`src/rtl/hazard_controller.sv`:
```
// Pipeline sequencing controller: stall/flush enables for load-use, taken branch,
// data-memory wait and multi-cycle mul/div, plus mul/div watchdog and stall counter.
module hazard_controller #(
  parameter int MD_TIMEOUT = 64,
  parameter int CNT_W      = 32
) (
  input  logic             clk,
  input  logic             rst_n,
  input  logic [4:0]       ID_RS1,
  input  logic [4:0]       ID_RS2,
  input  logic             ID_uses_rs2,
  input  logic [4:0]       ID_EX_rd,
  input  logic             ID_EX_memRead,
  input  logic             ID_EX_muldiv,
  input  logic             EX_branch_taken,
  input  logic             mem_busy,
  input  logic             md_done,
  output logic             md_start,
  output logic             pc_en,
  output logic             IF_ID_en,
  output logic             ID_EX_en,
  output logic             EX_MEM_en,
  output logic             MEM_WB_en,
  output logic             IF_ID_flush,
  output logic             ID_EX_flush,
  output logic             EX_MEM_flush,
  output logic             md_error,
  output logic [CNT_W-1:0] stall_count
);

  localparam int MCW = $clog2(MD_TIMEOUT + 1);

  typedef enum logic {RUN, MD_WAIT} state_t;

  typedef struct packed {
    logic md_start;
    logic pc_en;
    logic if_id_en;
    logic id_ex_en;
    logic ex_mem_en;
    logic mem_wb_en;
    logic if_id_flush;
    logic id_ex_flush;
    logic ex_mem_flush;
  } ctl_t;

  localparam ctl_t CTL_RUN  = ctl_t'(9'b0_11111_000);
  localparam ctl_t CTL_OFF  = ctl_t'(9'b0_00000_000);
  localparam ctl_t CTL_MDST = ctl_t'(9'b1_00011_001);
  localparam ctl_t CTL_MDWT = ctl_t'(9'b0_00011_001);
  localparam ctl_t CTL_BR   = ctl_t'(9'b0_11111_110);
  localparam ctl_t CTL_LU   = ctl_t'(9'b0_00111_010);

  state_t           state, nxt_state;
  logic [MCW-1:0]   md_cnt, nxt_cnt;
  logic             set_err;
  logic             lu_hazard;
  logic             md_last;
  ctl_t             ctl;

  assign lu_hazard = ID_EX_memRead && (ID_EX_rd != 5'd0) &&
                     ((ID_EX_rd == ID_RS1) || (ID_uses_rs2 && (ID_EX_rd == ID_RS2)));
  assign md_last   = (md_cnt == MCW'(MD_TIMEOUT - 1));

  always_comb begin
    ctl       = CTL_RUN;
    nxt_state = state;
    nxt_cnt   = md_cnt;
    set_err   = 1'b0;
    if (!rst_n || mem_busy) begin
      // memory wait freezes everything, including the watchdog
      ctl = CTL_OFF;
    end else if (state == RUN && ID_EX_muldiv) begin
      ctl       = CTL_MDST;
      nxt_state = MD_WAIT;
      nxt_cnt   = '0;
    end else if (state == MD_WAIT) begin
      if (md_done || md_last) begin
        nxt_state = RUN;
        nxt_cnt   = '0;
        set_err   = !md_done;
      end else begin
        ctl     = CTL_MDWT;
        nxt_cnt = md_cnt + MCW'(1);
      end
    end else if (EX_branch_taken) begin
      ctl = CTL_BR;
    end else if (lu_hazard) begin
      ctl = CTL_LU;
    end
  end

  always_ff @(posedge clk or negedge rst_n) begin
    if (!rst_n) begin
      state       <= RUN;
      md_cnt      <= '0;
      md_error    <= 1'b0;
      stall_count <= '0;
    end else begin
      state  <= nxt_state;
      md_cnt <= nxt_cnt;
      if (set_err) md_error <= 1'b1;
      if (!ctl.pc_en && (stall_count != {CNT_W{1'b1}}))
        stall_count <= stall_count + CNT_W'(1);
    end
  end

  assign md_start     = ctl.md_start;
  assign pc_en        = ctl.pc_en;
  assign IF_ID_en     = ctl.if_id_en;
  assign ID_EX_en     = ctl.id_ex_en;
  assign EX_MEM_en    = ctl.ex_mem_en;
  assign MEM_WB_en    = ctl.mem_wb_en;
  assign IF_ID_flush  = ctl.if_id_flush;
  assign ID_EX_flush  = ctl.id_ex_flush;
  assign EX_MEM_flush = ctl.ex_mem_flush;

endmodule
```
`config.mk`:
```
export PLATFORM = sky130hd
export DESIGN_NAME = hazard_controller
export DESIGN_NICKNAME = d
export VERILOG_FILES = /design/src/rtl/hazard_controller.sv
export SDC_FILE = /design/constraint.sdc
export NUM_CORES = 1
export LEC_CHECK = 0
export CAP_MARGIN = 20
export CORE_MARGIN = 2
export CORE_UTILIZATION = 30
export DETAILED_ROUTE_END_ITERATION = 12
export GPL_ROUTABILITY_DRIVEN = 0
export SYNTH_ARGS = -nofsm -noshare
export SYNTH_HDL_FRONTEND = slang
export SYNTH_SLANG_ARGS = --single-unit
```
`constraint.sdc`:
```
create_clock -name clk -period 6.7 [get_ports clk]
set_clock_uncertainty 0.05 [all_clocks]
set_input_delay 1.34 -clock clk [delete_from_list [all_inputs] [get_ports clk]]
set_output_delay 1.34 -clock clk [all_outputs]
set_load 0.01 [all_outputs]
```
After elaboration in Yosys (flattened, before gate mapping):

Cells that the tools add are included.

* register bits after elaboration: 41
* output and inout bits: 42
* input bits: 23
* logic and storage cells: 42

* equal/unequal tests: 4
* multiplexer cells: 16
* bitwise operators: 2
* reductions and logical operators: 14
* $add $sub $neg: 2

Operators with widths (count)
* 32-bit by 1-bit adder with 32-bit output (second input constant): 1
* 32-bit inequality test (second input constant): 1
* 9-bit two-way mux: 3
* 8-bit two-way mux: 3
* 7-bit two-way mux: 3
* 5-bit equality test: 2
* 7-bit by 1-bit adder with 7-bit output (second input constant): 1
* 7-bit by 6-bit equality test with 1-bit output (second input constant): 1
* 1-bit two-way mux: 7
* 1-bit logical AND: 5
* 5-bit nonzero test: 1
* 1-bit logical NOT: 3
* 1-bit logical OR: 3
* 1-bit inverter: 2
* 2-bit AND reduction: 1
* 2-bit nonzero test: 1

Logic depth before layout (Yosys ltp):

* depth in word-level cells: 11
* gate-level depth with buffers: 8
* gate-level depth less buffers: 7

Worst setup path before layout:

Ideal clock, no wire load.

* path kind: input port to output port
* start point: input port ID_EX_rd[1]
* end point: output port pc_en
* arrival time: 2.816 ns
* stages on the path: 5
* slack: 2.494 ns
* data required time: 5.310 ns
* path buffers: 2
* cells stage by stage: or4_1 o21ai_0 o41a_4 clkbuf_1 buf_4

* longest elaborated chain between the ends: 9
* elaborated cells on any way between the ends: 12
* classes of those cells: eq/ne (2); mux (5); reduce/logical (5)

Ends and longest elaborated chain
* from (decl): RTL line 12 `input logic [4:0] ID_EX_rd,`
* 5-bit equality test: RTL line 62 `((ID_EX_rd == ID_RS1) || (ID_uses_rs2 && (ID_EX_rd == ID_RS2)));`
* 1-bit logical AND: RTL line 62
* 1-bit logical OR: RTL line 62
* 1-bit logical AND *: RTL line 61 `assign lu_hazard = ID_EX_memRead && (ID_EX_rd != 5'd0) &&`
* 8-bit two-way mux *: RTL line 88 `end else if (lu_hazard) begin`
* 8-bit two-way mux *: RTL line 86 `end else if (EX_branch_taken) begin`
* 9-bit two-way mux *: RTL line 77 `end else if (state == MD_WAIT) begin`
* 9-bit two-way mux *: RTL line 73 `end else if (state == RUN && ID_EX_muldiv) begin`
* 9-bit two-way mux *: RTL line 70 `if (!rst_n || mem_busy) begin`
* to (decl): RTL line 19 `output logic pc_en,`

Mark *: on every way between the ends. The rest lies on a longest branch, timed or not.

Worst setup path after layout:

Same ends and word-level chain as after synthesis.

==> results.json <==
{
  "outcome": "complete, no violations",
  "rsz0062_at_grt": "false",
  "numCtsBuffers": 5,
  "clk_pin_slew_ns": 0.08,
  "wl_met3_um": 233,
  "required_ns": 5.31,
  "reg2reg_from": "stall_count[13]",
  "crit_type": "input pin to primary output",
  "hold_class": "register to register",
  "grt_start_max_net_pins": 42,
  "grt_pass1_vias": 1855,
  "synth_ff_type": "dfrtp_1",
  "drt_pre_antenna_iters": 4,
  "io_buffer_count": 64,
  "ctsLongestPathBuffers": 2,
  "peakVddDrop_uv": 149,
  "critPathLaunchType": "input pin",
  "worstMarginPinSlew_ns": 0.729,
  "min_path_cells": 1,
  "cts_root_buf": "clkbuf_8",
  "cts-resized-gates": 0,
  "ant_nets": 0,
  "ioPinCount": 65,
  "leakagePower_uw": 0.00120,
  "vias": 1888,
  "ff2ff_path_depth": 6,
  "cap_violations": 0,
  "grt_pass1_wl_um": 8970,
  "netlist.area_leader.share": 0.457,
  "syn_avg_cell_area_um2": 10.0,
  "total_power_uw": 878,
  "worstPathMaxFanout": 33,
  "die-width_um": 90.5,
  "cts-hold-fix-buffers": 0,
  "period_share": 0.755,
  "synth_warnings": 0,
  "rows": 31,
  "finalSetupViolations": 0,
  "reg2reg_setup_slack_ns": 3.87,
  "worstPathArrival_ns": 3.67,
  "slew_headroom": 0.513,
  "synth_commonest_cells": "41 x dfrtp_1, 39 x xor2_1, 19 x nand2_1",
  "r2r_end": "stall_count[1]",
  "placedCellCount": 379,
  "nNetsFinal": 312,
  "dp_hpwl_um": 3880,
  "holdCritStartpoint": "md_error",
  "grtUsageTotal": 0.134,
  "met1_length_um": 2450,
  "powerDensity_mw_per_mm2": 284,
  "drv_slew": 0,
  "hold_violations": 0,
  "synth_cell_type_count": 40,
  "fin_cells": 387,
  "initial_core_util": 0.309,
  "h-tree-depth": 2,
  "whs_endpoint": "md_error",
  "wl_per_cell_um": 13.7,
  "syn_area_mm2": 0.00224,
  "synthCells": 224,
  "antenna_found_initial": 0,
  "fmax_mhz": 198,
  "insertion_delay_ns": 0.30,
  "drc": 0,
  "dieHeight_um": 90.5,
  "critical_path.endpoint_type": "primary output",
  "routed_wl_um": 5310,
  "synth.most_common_cell": "dfrtp_1",
  "area_delta_synth_final_pct": 37.8,
  "drive_gt1_frac": 0.0729,
  "synthArstFlopShare": 1.00,
  "period_needed_ns": 5.06,
  "ys_seq_elements": 41,
  "diodes": 0,
  "synth-edff-count": 0,
  "die-area_mm2": 0.00819,
  "dr.max_layer_used": "met4",
  "seq_area_frac_synth": 0.457,
  "initialDrtViolationCount": 62,
  "synth_nets": 249,
  "yosysTopAreaCell": "dfrtp_1",
  "cts.sinks": 41,
  "vias_per_cell": 4.88,
  "cts_setup_buffers": 0,
  "synth.area.top_cells": "dfrtp_1 46%, xor2_1 15%, nor4_1 4.2%",
  "cts_tree": "yes",
  "met2WireLength_um": 2570,
  "grt_overflow_total": 0,
  "coreArea_mm2": 0.00725,
  "final.setup.tns_ns": 0
}
==> power by group <==
part           switching (µW)  internal [µW]  total, µW
clock network            89.3            148        237
logic                     118            153        271
registers                70.9            299        370
total                     278            600        878
==> cells in the final DEF, fill, tap and decap left out, types with 2 or more instances in the layout <==
master / instances
or3_1: 4
xor2_1: 39
bufinv_16: 2
nor2_1: 10
ha_1: 2
nand3_1: 12
clkbuf_8: 5
nor4b_1: 3
nand2b_1: 4
nand4_1: 4
nor4_1: 15
dfrtp_1: 41
nand2_1: 19
and3_1: 4
nor4b_2: 3
nor3_1: 17
and2_1: 4
xnor2_1: 2
clkdlybuf4s50_1: 63
inv_1: 3
o21ai_0: 11
==> per-layer routing <==
| layer | GRT usage | vias to the layer above |
|---|---|---|
| met3 | 0.0351 | 7 |
| met2 | 0.221 | 46 |
| met4 | 0.0359 | 0 |
| li1 | - | 925 |
| met5 | 0 | - |
| met1 | 0.174 | 910 |
==> logic make-up after synthesis <==
| family | share of synthesized area |
|---|---|
| multiplexers | 0.00669 |
| adder cells (fa/ha/maj) | 0.0111 |
| XOR/XNOR | 0.160 |
| AND/OR/NAND/NOR | 0.279 |
| flip-flops | 0.457 |
| buffers and inverters | 0.0284 |
| AO/OA/AOI/OAI | 0.0574 |
==> worst max-delay path: stages <==
cell	delay [ns]
clkdlybuf4s50_1	0.46
or4_1	0.52
o21ai_0	0.27
o41a_4	0.44
clkdlybuf4s50_1	0.63
==> metrics by stage <==
step           instance area, µm²  setup WS [ns]  hold slack (ns)  utilization
2_1_floorplan                2240           2.49            0.401            -
3_3_place_gp                 2960           1.64            0.419        0.408
3_5_place_dp                 2960           1.62            0.410        0.408
4_1_cts                      3090           1.62            0.429        0.426
5_1_grt                      3090           1.46            0.445        0.426
6_report                     3090           1.64            0.428        0.426
==> how the worst max path moves through the flow <==
stage	cells past startpoint	slack, ns	start	end
floorplan	5	2.49	ID_EX_rd[1]	pc_en
global placement	5	1.64	ID_EX_rd[1]	pc_en
detailed placement	5	1.62	ID_EX_rd[1]	pc_en
CTS	5	1.62	ID_EX_rd[1]	pc_en
global route	5	1.46	ID_EX_rd[1]	pc_en
finish	5	1.64	ID_EX_rd[1]	pc_en
==> registers in the layout (all words and copies together), names as in the netlist <==
name and cells:
md_cnt 7, md_error 1, stall_count 32, state 1
==> layout make-up <==
cell class              count  area (µm²)
fillers                   694        4160
multi-input cells         171        1150
flip-flops and latches     41        1030
repair buffers             65         643
well taps                  99         124
clock buffers               5        68.8
clock inverters             3        65.1
inverters                   3        11.3
No activity file was read; power rests on OpenSTA's default activity.
